**config.mk**
```make
export PLATFORM = sky130hd
export DESIGN_NAME = product_accumulator
export DESIGN_NICKNAME = d
export VERILOG_FILES = /design/src/rtl/multiplier_pkg.sv /design/src/rtl/acc_block_counter.sv /design/src/rtl/product_accumulator.sv
export SDC_FILE = /design/constraint.sdc
export NUM_CORES = 1
export LEC_CHECK = 0
export ABC_AREA = 1
export CORE_MARGIN = 2
export CORE_UTILIZATION = 45
export CTS_CLUSTER_SIZE = 28
export DETAILED_ROUTE_END_ITERATION = 8
export PLACE_DENSITY_LB_ADDON = 0.2
export SYNTH_ARGS = -nofsm -noshare
export SYNTH_HDL_FRONTEND = slang
export SYNTH_SLANG_ARGS = --single-unit
export TNS_END_PERCENT = 50
```
**constraint.sdc**
```tcl
create_clock -name clk -period 1.65 [get_ports clk]
set_input_delay 0.165 -clock clk [delete_from_list [all_inputs] [get_ports clk]]
set_output_delay 0.165 -clock clk [all_outputs]
set_load 0.02 [all_outputs]
```
**src/rtl/multiplier_pkg.sv**
```systemverilog
// ----------------------------------------------------------------------------
// multiplier_pkg
// Shared definitions for the multiplier post-processing blocks.
//   - default widths / block length for product_accumulator
//   - block counter width (must hold the value 256)
//   - FSM state encoding used by product_accumulator
// ----------------------------------------------------------------------------
package multiplier_pkg;

    localparam int DEF_PROD_W = 16;
    localparam int DEF_ACC_W  = 24;
    localparam int DEF_N_PROD = 4;

    // One bit wider than the external count so N_PROD = 256 is representable
    localparam int CNT_W = 9;

    typedef enum logic [1:0] {
        ST_IDLE  = 2'd0,
        ST_ACCUM = 2'd1,
        ST_HOLD  = 2'd2
    } acc_state_e;

endpackage : multiplier_pkg

```
**src/rtl/acc_block_counter.sv**
```systemverilog
// ----------------------------------------------------------------------------
// acc_block_counter
// Counts products accepted in the current block and flags the product that
// will complete the block.
//   clk      : clock
//   rst_n    : asynchronous active-low reset
//   clr_i    : synchronous zero (abort or result handshake)
//   inc_i    : a product is accepted on this edge
//   count_o  : products accepted so far (low 8 bits)
//   last_o   : the next accepted product completes the block
// ----------------------------------------------------------------------------
module acc_block_counter
    import multiplier_pkg::*;
#(
    parameter int N_PROD = DEF_N_PROD
) (
    input  logic       clk,
    input  logic       rst_n,
    input  logic       clr_i,
    input  logic       inc_i,
    output logic [7:0] count_o,
    output logic       last_o
);

    logic [CNT_W-1:0] count_q;
    logic [CNT_W-1:0] count_d;

    // Next count: zero has priority over increment
    always_comb begin
        count_d = count_q;
        if (clr_i) begin
            count_d = {CNT_W{1'b0}};
        end else if (inc_i) begin
            count_d = count_q + 9'd1;
        end else begin
            count_d = count_q;
        end
    end

    // Count register
    always_ff @(posedge clk or negedge rst_n) begin
        if (!rst_n) begin
            count_q <= {CNT_W{1'b0}};
        end else begin
            count_q <= count_d;
        end
    end

    assign count_o = count_q[7:0];
    // Count is 0 in IDLE, so this also covers N_PROD == 1 on the first product
    assign last_o  = (count_q == CNT_W'(N_PROD - 1));

endmodule : acc_block_counter

```
**src/rtl/product_accumulator.sv**
```systemverilog
// ----------------------------------------------------------------------------
// product_accumulator
// Sums blocks of N_PROD multiplier products and presents each block sum with
// a valid/ready handshake.
//   clk        : clock
//   reset      : asynchronous active-low reset
//   product    : product word from the multiplier
//   prod_valid : product qualifies this cycle
//   prod_ready : block can accept a product (not presenting a result)
//   clear      : synchronous abort; drops the partial sum and the flags
//   acc_out    : completed block sum (0 while acc_valid is low)
//   acc_valid  : block sum presented
//   acc_ready  : downstream takes acc_out
//   count      : products accepted in the current block
//   overflow   : sticky, a carry left the accumulator
//   dropped    : sticky, a product was offered while not ready
// ----------------------------------------------------------------------------
module product_accumulator
    import multiplier_pkg::*;
#(
    parameter int PROD_W = DEF_PROD_W,
    parameter int ACC_W  = DEF_ACC_W,
    parameter int N_PROD = DEF_N_PROD
) (
    input  logic              clk,
    input  logic              reset,
    input  logic [PROD_W-1:0] product,
    input  logic              prod_valid,
    output logic              prod_ready,
    input  logic              clear,
    output logic [ACC_W-1:0]  acc_out,
    output logic              acc_valid,
    input  logic              acc_ready,
    output logic [7:0]        count,
    output logic              overflow,
    output logic              dropped
);

    acc_state_e       state_q;
    logic [ACC_W-1:0] acc_q;
    logic [ACC_W-1:0] acc_out_q;
    logic             acc_valid_q;
    logic             prod_ready_q;
    logic             overflow_q;
    logic             dropped_q;

    logic [ACC_W-1:0] prod_ext_s;
    logic [ACC_W:0]   add_s;
    logic             accept_s;
    logic             cnt_clr_s;
    logic             last_s;

    assign prod_ext_s = ACC_W'(product);
    // Extra top bit is the carry out of the accumulator
    assign add_s      = (ACC_W + 1)'(acc_q) + (ACC_W + 1)'(prod_ext_s);
    assign accept_s   = prod_valid & prod_ready_q & ~clear;
    assign cnt_clr_s  = clear | ((state_q == ST_HOLD) & acc_ready);

    acc_block_counter #(
        .N_PROD (N_PROD)
    ) u_counter (
        .clk     (clk),
        .rst_n   (reset),
        .clr_i   (cnt_clr_s),
        .inc_i   (accept_s),
        .count_o (count),
        .last_o  (last_s)
    );

    // Block FSM with accumulator, presented result and sticky flags
    always_ff @(posedge clk or negedge reset) begin
        if (!reset) begin
            state_q      <= ST_IDLE;
            acc_q        <= {ACC_W{1'b0}};
            acc_out_q    <= {ACC_W{1'b0}};
            acc_valid_q  <= 1'b0;
            prod_ready_q <= 1'b1;
            overflow_q   <= 1'b0;
            dropped_q    <= 1'b0;
        end else if (clear) begin
            state_q      <= ST_IDLE;
            acc_q        <= {ACC_W{1'b0}};
            acc_out_q    <= {ACC_W{1'b0}};
            acc_valid_q  <= 1'b0;
            prod_ready_q <= 1'b1;
            overflow_q   <= 1'b0;
            dropped_q    <= 1'b0;
        end else begin
            case (state_q)
                ST_IDLE: begin
                    if (accept_s) begin
                        acc_q <= prod_ext_s;
                        if (last_s) begin
                            state_q      <= ST_HOLD;
                            acc_out_q    <= prod_ext_s;
                            acc_valid_q  <= 1'b1;
                            prod_ready_q <= 1'b0;
                        end else begin
                            state_q <= ST_ACCUM;
                        end
                    end
                end
                ST_ACCUM: begin
                    if (accept_s) begin
                        acc_q <= add_s[ACC_W-1:0];
                        if (add_s[ACC_W]) begin
                            overflow_q <= 1'b1;
                        end
                        if (last_s) begin
                            state_q      <= ST_HOLD;
                            acc_out_q    <= add_s[ACC_W-1:0];
                            acc_valid_q  <= 1'b1;
                            prod_ready_q <= 1'b0;
                        end
                    end
                end
                ST_HOLD: begin
                    // Offers during HOLD are refused, even on the handshake edge
                    if (prod_valid) begin
                        dropped_q <= 1'b1;
                    end
                    if (acc_ready) begin
                        state_q      <= ST_IDLE;
                        acc_q        <= {ACC_W{1'b0}};
                        acc_out_q    <= {ACC_W{1'b0}};
                        acc_valid_q  <= 1'b0;
                        prod_ready_q <= 1'b1;
                    end
                end
                default: begin
                    state_q      <= ST_IDLE;
                    acc_q        <= {ACC_W{1'b0}};
                    acc_out_q    <= {ACC_W{1'b0}};
                    acc_valid_q  <= 1'b0;
                    prod_ready_q <= 1'b1;
                end
            endcase
        end
    end

    assign acc_out    = acc_out_q;
    assign acc_valid  = acc_valid_q;
    assign prod_ready = prod_ready_q;
    assign overflow   = overflow_q;
    assign dropped    = dropped_q;

endmodule : product_accumulator
```
## Word-level counts from Yosys, hierarchy flattened

Index checks and enable logic that the tools add are counted.

- Output and inout port bits: 36
- Logic and storage cells: 76
- Input bits: 21
- Register bits after elaboration: 63

- $add $sub $neg: 2
- Mux-type cells: 37
- Reduce and logical (&&, ||, !) cells: 14
- Bitwise operators: 5
- Equal/unequal tests: 10

Operators by type and width:

| kind | count |
|---|---|
| 24-bit 2-to-1 mux | 9 |
| 24-bit case mux with 3 select lines | 2 |
| 24-bit by 16-bit adder with 25-bit output | 1 |
| 9-bit 2-to-1 mux | 2 |
| 1-bit 2-to-1 mux | 15 |
| 3-bit != test, second input constant | 5 |
| 2-bit 2-to-1 mux | 6 |
| 2-bit nonzero test | 6 |
| 9-bit by 1-bit adder with 9-bit output, second input constant | 1 |
| 9-bit by 2-bit == test with 1-bit output, second input constant | 1 |
| 3-bit AND reduction | 3 |
| 3-bit by 1-bit != test with 1-bit output, second input constant | 2 |
| 2-bit case mux with 3 select lines | 1 |
| 5-bit AND reduction | 1 |
| 1-bit case mux with 2 select lines | 2 |
| 4-bit AND reduction | 1 |
| 1-bit bitwise AND | 3 |
| 2-bit by 1-bit == test with 1-bit output, second input constant | 1 |
| 2-bit == test, second input constant | 1 |
| 2-bit zero test | 1 |
| 2-bit AND reduction | 1 |
| 2-bit OR reduction | 1 |
| 1-bit NOT | 1 |
| 1-bit bitwise OR | 1 |

## Depth between registers and ports, before layout

Gate-level depths: netlist of run 1.

- Depth in word-level cells: 5
- Depth in mapped cells: 14
- Depth with buffers taken out: 14

## Hierarchy

A second synthesis of run 1 with hierarchy kept.

- Cell total of the unflattened synthesis: 655
- Area, all modules: 4331.7 µm²

By module, submodules not included:

| module | sequential area each (µm²) | area an instance (µm²) | times used | cells each |
|---|---|---|---|---|
| product_accumulator | 1352.5 | 3739.8 | 1 | 575 |
| acc_block_counter | 225.2 | 591.8 | 1 | 80 |

## Least setup slack after synthesis of run 1

Ideal clock, no wire load.

- Kind: flip-flop to flip-flop
- Start: register acc_q[0]
- End: register acc_out_q[16] (netlist: acc_out[16])
- Library setup time: 0.119 ns
- Period minus slack after synthesis: 1.783 ns
- Data required time: 1.531 ns
- Buffers on the path: 0
- Cell stages (with the launch flop): 12
- Arrival time: 1.664 ns
- Path slack: -0.133 ns
- Cell sequence: dfrtp_1 -> ha_1 -> inv_1 -> fa_1 -> nor2_1 -> nor2_1 -> o21ai_0 -> nand3_1 -> nand2_1 -> nand2_1 -> nand4_1 -> nand2_1

- Longest elaborated chain between the ends: 5

RTL lines:

| what | line | source |
|---|---|---|
| start, declared | product_accumulator.sv:40 | `logic [ACC_W-1:0] acc_q;` |
| start signal, assigned | product_accumulator.sv:74 | `acc_q <= {ACC_W{1'b0}};` |
| start signal, assigned | product_accumulator.sv:82 | `acc_q <= {ACC_W{1'b0}};` |
| start signal, assigned | product_accumulator.sv:92 | `acc_q <= prod_ext_s;` |
| 24-bit by 16-bit adder with 25-bit output | product_accumulator.sv:55 | `assign add_s = (ACC_W + 1)'(acc_q) + (ACC_W + 1)'(prod_ext_s);` |
| 24-bit 2-to-1 mux | product_accumulator.sv:109 | `if (last_s) begin` |
| 24-bit 2-to-1 mux | product_accumulator.sv:104 | `if (accept_s) begin` |
| 24-bit case mux with 3 select lines | product_accumulator.sv:89 | `case (state_q)` |
| 24-bit 2-to-1 mux | product_accumulator.sv:80 | `end else if (clear) begin` |
| end signal, assigned | product_accumulator.sv:83 | `acc_out_q <= {ACC_W{1'b0}};` |
| end signal, assigned | product_accumulator.sv:95 | `acc_out_q <= prod_ext_s;` |
| end signal, assigned | product_accumulator.sv:111 | `acc_out_q <= add_s[ACC_W-1:0];` |
| end, declared | product_accumulator.sv:41 | `logic [ACC_W-1:0] acc_out_q;` |

No other way between the ends. The select of a mux whose other input is x is not followed.
A chain may end at the register's enable or synchronous reset.

## Worst setup path in the final report of run 1

Ends and elaborated chain as after synthesis.

==> key figures, run 1 <==
Die
  • Initial Util: 46.5%
  • DIE WIDTH: 102 um
  • Core Area: 9280 sq um
  • Height of the chip: 102 um
  • DIE AREA: 10400 sq um
  • Top-Level Pins: 57
  • Site Rows: 35

Routing
  • Via-per-instance ratio: 5.04
  • Routed vias: 4578
  • DR WL/cell: 14.6 um
  • DRT antenna net count: 0
  • # DRC: 0
  • Drt first pass iters: 4
  • Initial DRC count: 195
  • Aggregate routed wire length: 13300 um

Synthesis
  • Mapped Avg Cell Area: 6.50 sq um
  • Mapped Cells: 664
  • Yosys top cell by area: dfrtp_1
  • Largest family of logic cells by synthesized area: simple AND/OR/NAND/NOR gates
  • Synthesized flop and latch total: 63
  • Register area share after synthesis: 36.5%
  • Unique masters post-synth: 34
  • Mapped Area: 4320 sq um
  • Simple-gate portion of the synthesized area: 38.7%
  • Total nets after synthesis: 703
  • Post-synthesis xor/xnor area fraction: 0.406%
  • Synth Area in Adders: 5.39%
  • Mux contribution to synthesized area: 0%
  • Top cell type's share of synthesized area: 35.9%
  • Synth Warn #: 0
  • Synth top area cells: dfrtp_1 36%, nand2_1 23%, inv_1 8.1%
  • Compound-Gate Fraction of Synth Area: 7.44%

CTS
  • Max clock buf depth: 2
  • CTS Buf Count: 9
  • H-tree depth: 3
  • Clock latency at the later pin of the worst-skew pair: 360 ps
  • Clock sink count: 63
  • Clock transition at the registers of the reported paths: 70 ps
  • CTS tree: built
  • Master cell of the clock root buffer: clkbuf_8

Power
  • Leakage power: 0.00320 uW
  • Overall power: 5440 uW
  • Sw power: 2130 uW
  • Combinational share of power: 43.8%
  • Peak supply drop: 0.439 mV
  • Sequential share of power: 33.8%
  • Clock Power Share: 22.5%
  • P per Cell Area: 868 nW/um^2
  • Switching share of power: 39.2%
  • Pint: 3310 uW

Finish
  • Share of layout cells above drive strength 1: 28.1%
  • # fillers: 825
  • Commonest cells after routing, fill and taps aside: 217 x nand2_1, 82 x inv_1, 62 x dfrtp_1, 53 x clkdlybuf4s50_1, 52 x buf_4
  • Area Overhead vs Synth: 45.2%
  • Commonest non-fill, non-tap cell in the layout: nand2_1
  • Final core utilization: 67.5%
  • Diode count: 0
  • Nets@finish: 814

Placed design
  • Placer's final routability congestion estimate: 0.933
  • IO buf count: 56
  • HPWL after DPL: 9290 um

STA
  • Setup Viol. Count Final: 39
  • Actual slew at the worst max-slew pin: 337 ps
  • Post-layout worst setup margin: -233 ps
  • Max Freq: 0.531 GHz
  • Worst hold margin: 349 ps
  • Final Hold Viols: 0
  • Crit share post-route: 114%
  • RSZ-0062 raised after global routing: yes
  • Worst Skew: 13.3 ps
  • Pins Over Slew Limit: 0
  • Relative slew slack: 77.3%
  • Min Tclk post-route: 1880 ps

Setup path
  • Worst path most repeated cell: nor2_1
  • Max Fanout on Critical Path: 3
  • Crit Path Class: reg2reg
  • Critical path required time: 1940 ps
  • Crit path launch type: flip-flop
  • WP buf/inv: 1
  • Crit path cell chain: ha_2, inv_2, fa_2, nor2_1, nor2_1, o21ai_2, nand3_2, nand3b_1, nand4_1, nand2_1
  • Worst EP arrival: 2170 ps
  • Critical-path top delay cell: dfrtp_1
  • Top delay family on crit path: simple AND/OR/NAND/NOR gates
  • Max incr delay on CP: 360 ps
  • Critical Path End Type: flip-flop

Global routing
  • Grt ovf: 0
  • Largest net degree at the start of global routing: 64
  • Initial antenna violation count: 0
  • Vias in the first global route: 4603
  • Busiest grt layer: met2
  • Met2 Track Usage GR: 44.6%
  • First-pass GRT wire length: 21700 um
  • GR Util met3: 3.76%
  • Global routing usage on met1: 35.1%
  • GRT Total Usage: 26.9%

Hold path
  • Class of the worst hold path: in2async

Run
  • Max_cap viols: 0

Run status
  • Failing checks: setup timing
  • Outcome: finished with violations
[path summary, 6_finish.rpt]
path,start,endpoint,slack (ps),cells after the start
min in group clk,prod_valid,dropped$_DFFE_PN0P_,420,3
max in group asynchronous,reset,prod_ready$_DFFE_PN1P_,1000,3
worst min-delay path,reset,u_counter.count_q[7]$_DFFE_PN0P_,350,3
worst max-delay path,acc_q[0]$_DFFE_PN0P_,acc_out[16]$_DFFE_PN0P_,-230,10
worst min register to register,u_counter.count_q[8]$_DFFE_PN0P_,u_counter.count_q[8]$_DFFE_PN0P_,470,1
worst max register to register,acc_q[0]$_DFFE_PN0P_,acc_out[16]$_DFFE_PN0P_,-230,10
[cell families (layout without fill, tap and decap cells)]
| kind of cell | after synthesis | after routing |
|---|---|---|
| simple gates | 403 | 403 |
| fa+ha+maj | 18 | 18 |
| buf+inv | 119 | 235 |
| compound gates | 59 | 59 |
| xor+xnor | 2 | 2 |
| flops | 63 | 63 |
[worst reg2reg max path: cells and delay by family (launching register included)]
family,cells,cell delay [ps]
compound gates,1,210
fa+ha+maj,2,550
buf+inv,1,40
flops,1,360
simple gates,6,670
[Yosys cell counts, drive strengths merged]
cell type and number:
o21bai 1, ha 17, o21ai 35, a31oi 3, xnor2 1, a211oi 1
buf 14, nand4 20, clkbuf 6, fa 1, o32ai 1, dfrtp 62
nand3b 2, or2 1, nand3 53, inv 98, xor2 1, clkinv 1
dfstp 1, nor3 4, a21oi 17, o31ai 1, nand2 271, nor2 52
[per-layer routing]
metal	wire, um	part of all wire (%)	vias to the layer above
met5	0	0	-
li1	-	-	2304
met1	6140	46	2123
met2	6270	47	114
met4	460	3.5	0
met3	435	3.3	37
[repair_timing]
action                                  4_1_cts  5_1_grt
setup buffers                                 5        2
gates resized for setup                     113       60
endpoints found under the setup margin       44       49
hold endpoints to repair                     62        0
pin swaps                                    49       30
hold buffers                                  1        0
[metrics by stage]
step | instances | TNS (ps) | area (sq um) | worst slack (ps)
global route | 909 | -11020 | 6270 | -346
detailed placement | 886 | -23360 | 5410 | -699
CTS | 907 | -5830 | 6080 | -227
floorplan | 664 | -131 | 4340 | -23.3
finish | 909 | -6140 | 6270 | -233
global placement | 886 | -21300 | 5410 | -653
[cell type report]
| cell class | count | area, sq um | share of cell area, % |
|---|---|---|---|
| Timing Repair Buffer | 120 | 1120 | 17.8 |
| Tap cell | 129 | 161 | 2.57 |
| Clock buffer | 12 | 145 | 2.31 |
| Sequential cell | 63 | 1580 | 25.2 |
| Clock inverter | 4 | 22.5 | 0.359 |
| Multi-Input combinational cell | 482 | 2870 | 45.8 |
| Inverter | 99 | 379 | 6.05 |
[power groups by stage]
stage	registers (uW)	clock network (uW)	logic (uW)
6_report	1840	1220	2380
3_3_place_gp	1830	0	1870
5_1_grt	1850	1310	2600
4_1_cts	1830	1260	2210
3_5_place_dp	1840	0	1890
2_1_floorplan	1930	0	987
[registers in the layout, summed over array words and instances (netlist names)]
signal             flops
acc_out               24
acc_q                 24
acc_valid              1
dropped                1
overflow               1
prod_ready             1
state_q                2
u_counter.count_q      9
(Power assumes the default switching activity.)
==> run 2, diff against run 1 <==
--- a/config.mk
+++ b/config.mk
@@ -11,6 +11,7 @@
 export CTS_CLUSTER_SIZE = 28
 export DETAILED_ROUTE_END_ITERATION = 8
 export PLACE_DENSITY_LB_ADDON = 0.2
+export SLEW_MARGIN = 20
 export SYNTH_ARGS = -nofsm -noshare
 export SYNTH_HDL_FRONTEND = slang
 export SYNTH_SLANG_ARGS = --single-unit
==> results of run 2 <==
Same layout as run 1: the final DEF is identical, and so are final timing and power.
